### src/rtl/stack_arbiter_pkg.sv
// Shared definitions for the stack arbiter slice.
//   OP_PUSH / OP_POP : encoding of the per-requester req_op bit
//   rsp_t            : registered response record (requester id, op, error)
package stack_arb_pkg;

    localparam logic OP_PUSH = 1'b0;
    localparam logic OP_POP  = 1'b1;

    // Id field is sized for up to 16 requesters; narrower indices are zero-extended.
    localparam int unsigned ID_W = 4;

    typedef struct packed {
        logic [ID_W-1:0] id;
        logic            op;
        logic            err;
    } rsp_t;

endpackage

### src/rtl/stack_arbiter_if.sv
// Requester-side bus of the stack arbiter.
//   req_valid/req_ready/req_op/req_data : per-requester request handshake
//   rsp_valid/rsp_err/rsp_data          : response, one cycle after acceptance
// master = requesters, slave = arbiter.
interface stack_arbiter_if #(
    parameter int unsigned NREQ = 2,
    parameter int unsigned DW   = 8
);
    logic [NREQ-1:0]    req_valid;
    logic [NREQ-1:0]    req_ready;
    logic [NREQ-1:0]    req_op;
    logic [NREQ*DW-1:0] req_data;
    logic [NREQ-1:0]    rsp_valid;
    logic               rsp_err;
    logic [DW-1:0]      rsp_data;

    modport master (
        output req_valid, req_op, req_data,
        input  req_ready, rsp_valid, rsp_err, rsp_data
    );

    modport slave (
        input  req_valid, req_op, req_data,
        output req_ready, rsp_valid, rsp_err, rsp_data
    );
endinterface

### src/rtl/stack_arbiter_rr_arbiter.sv
// Combinational round-robin arbiter.
//   req   : request vector
//   ptr   : index of the last winner; search starts at ptr+1 and wraps
//   grant : one-hot grant (zero when no request)
//   idx   : index of the granted requester
//   any   : at least one request present
module rr_arbiter #(
    parameter  int unsigned N  = 2,
    localparam int unsigned IW = (N > 1) ? $clog2(N) : 1
) (
    input  logic [N-1:0]  req,
    input  logic [IW-1:0] ptr,
    output logic [N-1:0]  grant,
    output logic [IW-1:0] idx,
    output logic          any
);

    always_comb begin : arb
        logic [IW-1:0] cand;
        cand  = '0;
        grant = '0;
        idx   = '0;
        any   = 1'b0;
        for (int unsigned off = 1; off <= N; off++) begin
            cand = IW'((32'(ptr) + off) % N);
            if (!any && req[cand]) begin
                any         = 1'b1;
                grant[cand] = 1'b1;
                idx         = cand;
            end
        end
    end

endmodule

### src/rtl/stack_arbiter.sv
// Shares one LIFO stack between NREQ requesters.
//   clk, rst          : clock, asynchronous active-low reset
//   flush             : synchronous stack flush (count to 0, stack reset)
//   bus               : requester bus (slave side), see stack_arbiter_if
//   st_rst/st_push/st_pop/st_wdata/st_rdata : stack control and data
//   full, empty       : occupancy flags
// One op is issued per cycle to the round-robin winner; push-on-full and
// pop-on-empty are accepted but dropped and answered with rsp_err=1.
module stack_arbiter
    import stack_arb_pkg::*;
#(
    parameter int unsigned NREQ  = 2,
    parameter int unsigned DW    = 8,
    parameter int unsigned DEPTH = 8
) (
    input  logic           clk,
    input  logic           rst,
    input  logic           flush,
    stack_arbiter_if.slave bus,
    output logic           st_rst,
    output logic           st_push,
    output logic           st_pop,
    output logic [DW-1:0]  st_wdata,
    input  logic [DW-1:0]  st_rdata,
    output logic           full,
    output logic           empty
);

    localparam int unsigned IW = (NREQ > 1) ? $clog2(NREQ) : 1;
    localparam int unsigned CW = $clog2(DEPTH + 1);

    logic [NREQ-1:0] grant;
    logic [IW-1:0]   win_idx;
    logic [IW-1:0]   rr_ptr;
    logic            any_req;
    logic            hs;
    logic            win_op;
    logic            reject;
    logic [DW-1:0]   win_data;
    logic [CW-1:0]   count;
    rsp_t            rsp_q;
    logic            rsp_vld_q;

    rr_arbiter #(.N(NREQ)) u_arb (
        .req   (bus.req_valid),
        .ptr   (rr_ptr),
        .grant (grant),
        .idx   (win_idx),
        .any   (any_req)
    );

    assign full  = (count == CW'(DEPTH));
    assign empty = (count == '0);

    // Issue: the handshake itself is the stack command, so the stack
    // samples push/pop on the same edge the requester is accepted.
    always_comb begin
        win_op   = OP_PUSH;
        win_data = '0;
        for (int unsigned i = 0; i < NREQ; i++) begin
            if (win_idx == IW'(i)) begin
                win_op   = bus.req_op[i];
                win_data = bus.req_data[i*DW +: DW];
            end
        end
        // rst gating forces ready/push/pop low while reset is asserted.
        hs            = any_req & rst & ~flush;
        reject        = (win_op == OP_PUSH) ? full : empty;
        bus.req_ready = hs ? grant : '0;
        st_push       = hs & (win_op == OP_PUSH) & ~full;
        st_pop        = hs & (win_op == OP_POP) & ~empty;
        st_wdata      = st_push ? win_data : '0;
        st_rst        = ~rst | flush;
    end

    always_ff @(posedge clk or negedge rst) begin
        if (!rst) begin
            rr_ptr <= IW'(NREQ - 1);
        end else if (hs) begin
            rr_ptr <= win_idx;
        end
    end

    always_ff @(posedge clk or negedge rst) begin
        if (!rst) begin
            count <= '0;
        end else if (flush) begin
            count <= '0;
        end else if (st_push) begin
            count <= count + CW'(1);
        end else if (st_pop) begin
            count <= count - CW'(1);
        end
    end

    always_ff @(posedge clk or negedge rst) begin
        if (!rst) begin
            rsp_vld_q <= 1'b0;
            rsp_q     <= '0;
        end else begin
            rsp_vld_q <= hs;
            if (hs) begin
                rsp_q <= '{id: ID_W'(win_idx), op: win_op, err: reject};
            end
        end
    end

    // Pop data is not registered here: the stack presents the popped word
    // in the response cycle and it is passed straight through.
    always_comb begin
        bus.rsp_valid = '0;
        for (int unsigned i = 0; i < NREQ; i++) begin
            bus.rsp_valid[i] = rsp_vld_q && (rsp_q.id == ID_W'(i));
        end
        bus.rsp_err  = rsp_vld_q & rsp_q.err;
        bus.rsp_data = (rsp_vld_q && rsp_q.op == OP_POP && !rsp_q.err) ? st_rdata : '0;
    end

endmodule

### src/flat_wrapper.sv
// flat-port wrapper written by rule: the top's interface ports become plain ports
module stack_arbiter_flat import stack_arb_pkg::*;
#(
    parameter int unsigned NREQ  = 2,
    parameter int unsigned DW    = 8,
    parameter int unsigned DEPTH = 8
)
  (clk, rst, flush, st_rst, st_push, st_pop, st_wdata, st_rdata, full, empty, bus_req_valid, bus_req_op, bus_req_data, bus_req_ready, bus_rsp_valid, bus_rsp_err, bus_rsp_data);
  stack_arbiter_if #(.NREQ(NREQ), .DW(DW)) bus_i ();
  input  logic clk;
  input  logic rst;
  input  logic flush;
  output logic st_rst;
  output logic st_push;
  output logic st_pop;
  output logic [DW-1:0] st_wdata;
  input  logic [DW-1:0] st_rdata;
  output logic full;
  output logic empty;
  input wire logic [$bits(bus_i.req_valid)-1:0] bus_req_valid;
  input wire logic [$bits(bus_i.req_op)-1:0] bus_req_op;
  input wire logic [$bits(bus_i.req_data)-1:0] bus_req_data;
  output wire logic [$bits(bus_i.req_ready)-1:0] bus_req_ready;
  output wire logic [$bits(bus_i.rsp_valid)-1:0] bus_rsp_valid;
  output wire logic [$bits(bus_i.rsp_err)-1:0] bus_rsp_err;
  output wire logic [$bits(bus_i.rsp_data)-1:0] bus_rsp_data;
  assign bus_i.req_valid = bus_req_valid;
  assign bus_i.req_op = bus_req_op;
  assign bus_i.req_data = bus_req_data;
  assign bus_req_ready = bus_i.req_ready;
  assign bus_rsp_valid = bus_i.rsp_valid;
  assign bus_rsp_err = bus_i.rsp_err;
  assign bus_rsp_data = bus_i.rsp_data;
  stack_arbiter #(.NREQ(NREQ), .DW(DW), .DEPTH(DEPTH)) u_core (.clk(clk), .rst(rst), .flush(flush), .bus(bus_i), .st_rst(st_rst), .st_push(st_push), .st_pop(st_pop), .st_wdata(st_wdata), .st_rdata(st_rdata), .full(full), .empty(empty));
endmodule
### config.mk
export PLATFORM = sky130hd
export DESIGN_NAME = stack_arbiter_flat
export DESIGN_NICKNAME = d
export VERILOG_FILES = /design/src/rtl/stack_arbiter_pkg.sv /design/src/rtl/stack_arbiter_if.sv /design/src/rtl/stack_arbiter_rr_arbiter.sv /design/src/rtl/stack_arbiter.sv /design/src/flat_wrapper.sv
export SDC_FILE = /design/constraint.sdc
export NUM_CORES = 1
export LEC_CHECK = 0
export ABC_AREA = 1
export CORE_MARGIN = 2
export CORE_UTILIZATION = 35
export DETAILED_ROUTE_END_ITERATION = 16
export PLACE_DENSITY_LB_ADDON = 0.08
export SLEW_MARGIN = 20
export SYNTH_ARGS = -nofsm -noshare
export SYNTH_HDL_FRONTEND = slang
export SYNTH_SLANG_ARGS = --single-unit
### constraint.sdc
create_clock -name clk -period 2.4 [get_ports clk]
set_input_delay 0.48 -clock clk [delete_from_list [all_inputs] [get_ports clk]]
set_output_delay 0.48 -clock clk [all_outputs]
set_load 0.1 [all_outputs]
==> impl_metrics.yaml <==
sta:
  period_share: 0.972
  setup_violations: 0
  drv_slew: 0
  layout_min_cycle_time_ps: 2330
  worst_slew_pin_slew_ps: 281
  fmax_mhz: 429
  slew_headroom: 0.815
  setup_ws_ps: 68.3
  clock_skew_ps: 8.11
  hold_viol: 0
  rsz0062_at_grt: "false"
final_layout:
  final_util: 0.844
  layout.cells.non_filler: 227
  diodes: 0
  final_net_count: 234
  drive_above_1_share: 0.342
  syn2layout_area_growth_pct: 129
logic_synthesis:
  synth_most_common_cell: "nand2_1"
  synth-edff-count: 0
  synth_top_area_frac: 0.245
  syn-num-nets: 162
  ys_top_cells_by_area: "dfrtp_1, nand2_1, inv_1, a21oi_1, nand3_1"
  yosysSeqAreaShare: 0.277
  synth-seq-cells: 9
  yosysUniqueCellTypes: 23
  synth_ff_type: "dfrtp_1"
  synth_area_um2: 817
  synthCells: 128
  yosys_warnings: 0
  synth_area_leader_cell: "dfrtp_1"
  avgSynthCellArea_um2: 6.38
  async_flop_share: 1.00
  synth_common_cells: "nand2_1, inv_1, nor2_1"
placed_design:
  portBuffers: 56
  dp_slack_ps: -68.4
  hpwl_um: 2380
  gp_congestion: 0.815
  dp_cells: 223
worst_hold_path:
  holdCritStartpoint: "u_core.rsp_q[1]$_DFFE_PN0P_"
  hp-class: "flip-flop to flip-flop"
  min_path_cells: 2
  min_to: "u_core.rsp_q[1]$_DFFE_PN0P_"
setup_path:
  crit_type: "primary input to output port"
  slowest_delay_ps: 580
  reg2reg_depth: 9
  end_kind: "output port"
  start_kind: "primary input"
  reg2reg_from: "u_core.count[1]$_DFFE_PN0P_"
  path_cells: "clkdlybuf4s50_1 -> nand2_8 -> nor2_8 -> nand3_4 -> buf_12 -> a21oi_4 -> buf_12"
  reg2reg_slack_ps: 290
  worstPathRequired_ps: 1920
  slowest_stage: "clkdlybuf4s50_1"
  r2r-end: "u_core.count[1]$_DFFE_PN0P_"
  cpMostUsedCell: "buf_12"
  cp_max_fo: 8
  crit_arrival_ps: 1850
routing:
  firstDrtPassIters: 5
  wirelength_um: 3030
  drc: 0
  ant_nets: 0
  drt_iter0_drc: 19
  via_per_inst: 4.85
  post_drt_wl_per_cell_um: 13.4
  num_vias: 1101
power_and_ir_drop:
  power_mw: 0.859
  p_per_area_mw_per_mm2: 460
  p_leak_nw: 0.870
  ir_worst_vdd_v: 0.000371
grt:
  grt_max_degree: 11
  grt_usage: 0.235
  grt_first_pass_wirelength_um: 4690
  grt_pass1_vias: 1092
  antenna_found_initial: 0
  grt_overflow: 0
floorplan:
  start_util: 0.369
  io_pins: 57
  coreArea_mm2: 0.00221
  die_h_um: 52.3
  die_w_um: 52.3
  rows: 17
  die_area_mm2: 0.00274
clock_tree:
  root_buffer: "clkbuf_4"
  clock_sinks: 9
  clk_pin_slew_ps: 50
  cts_tree: "yes"
  clk_path_buf_depth: 2
  h-tree-depth: 1
  cts_hold_buffers: 0
  clk_latency_ps: 260
  cts_buffers: 3
flow_run:
  maxCapViolCount: 0
outcome:
  status: "finished, final reports clean"
-- sequential cells by signal, indices dropped and copies added (netlist names) --
signal	flops
u_core.count	4
u_core.rsp_q	3
u_core.rr_ptr	1
u_core.rsp_vld_q	1
-- worst max-delay path by stage --
stage                             endpoint  slack (ps)        startpoint  cells after the start
2_1_floorplan                  st_wdata[0]        -110             flush                      6
3_3_place_gp   u_core.count[1]$_DFFE_PN0P_         -30  bus_req_valid[0]                     11
3_5_place_dp                   st_wdata[2]         -70  bus_req_valid[0]                      8
4_1_cts                        st_wdata[2]          30  bus_req_valid[1]                      7
5_1_grt                        st_wdata[5]           8               rst                      7
6_report                       st_wdata[5]          70               rst                      7
-- where the power goes --
group,internal [mW],total [mW],switching (mW)
clock,0.0639,0.114,0.0505
sequential,0.178,0.197,0.0196
combinational,0.196,0.548,0.352
total,0.437,0.859,0.422
-- through the flow --
step	hold WS (ps)	area [um2]	TNS, ps
floorplan	184	875	-914
global placement	482	1760	-75.8
detailed placement	507	1760	-561
CTS	520	1870	0
global route	538	1870	0
finish	512	1870	0
-- cells in the final DEF, fill, tap and decap left out --
master           synthesis  routed
clkbuf_4                 0       3
dfrtp_1                  8       8
a21oi_1                 11       2
nor2_2                   2       3
dfstp_2                  1       1
a21oi_4                  0       8
inv_2                    2       2
nand2_2                  2       3
inv_1                   26      24
fa_2                     0       1
nand3_1                 10      10
dlymetal6s2s_1           0       1
nand2_1                 34      33
nand3_2                  1       1
ha_1                     2       2
buf_12                   0      23
a21oi_2                  1       2
a21o_1                   1       1
buf_4                    0      16
nand3_4                  1       1
o21ai_0                  4       4
clkinvlp_4               0       2
clkbuf_1                 0       1
nand4_1                  2       2
o211ai_1                 1       1
nor2_1                  13      12
nor2_8                   1       1
xnor2_1                  1       1
dlygate4sd2_1            0       1
nand2_8                  0       1
clkdlybuf4s50_1          0      28
-- worst max-delay path, delay by kind of cell --
family / cells / cell delay [ps]
AO/OA/AOI/OAI: 1 / 140
AND/OR/NAND/NOR: 3 / 280
buffers and inverters: 3 / 940
-- cell families (layout without fill, tap and decap cells) --
| group | count (synthesis) | count (layout) | share of synthesized area |
|---|---|---|---|
| and+or+nand+nor | 67 | 67 | 0.395 |
| buffers and inverters | 30 | 101 | 0.141 |
| AOI/OAI and AO/OA | 18 | 18 | 0.121 |
| DFF | 9 | 9 | 0.277 |
| adders and majority gates | 3 | 3 | 0.0551 |
| xor gates and xnor gates | 1 | 1 | 0.0107 |
-- routing by layer --
metal,up-vias,share of wire,global-route usage
met4,0,0.029,0.103
met1,493,0.34,0.224
met2,63,0.53,0.456
met3,10,0.094,0.0657
li1,535,-,-
met5,-,0,0
-- final cells by class --
class,count,area (um2)
fill,132,344
tap,28,35.0
multi-input combinational,89,586
inverter,28,113
sequential,9,226
timing repair buffer,69,882
clock buffer,4,26.3
-- repair_timing --
action	4_1_cts	5_1_grt
hold endpoints to repair	0	0
gates resized for setup	14	1
setup endpoints to repair	8	4
pin swaps	0	0
buffers inserted	0	0
No activity file was read; power rests on OpenSTA's default activity.
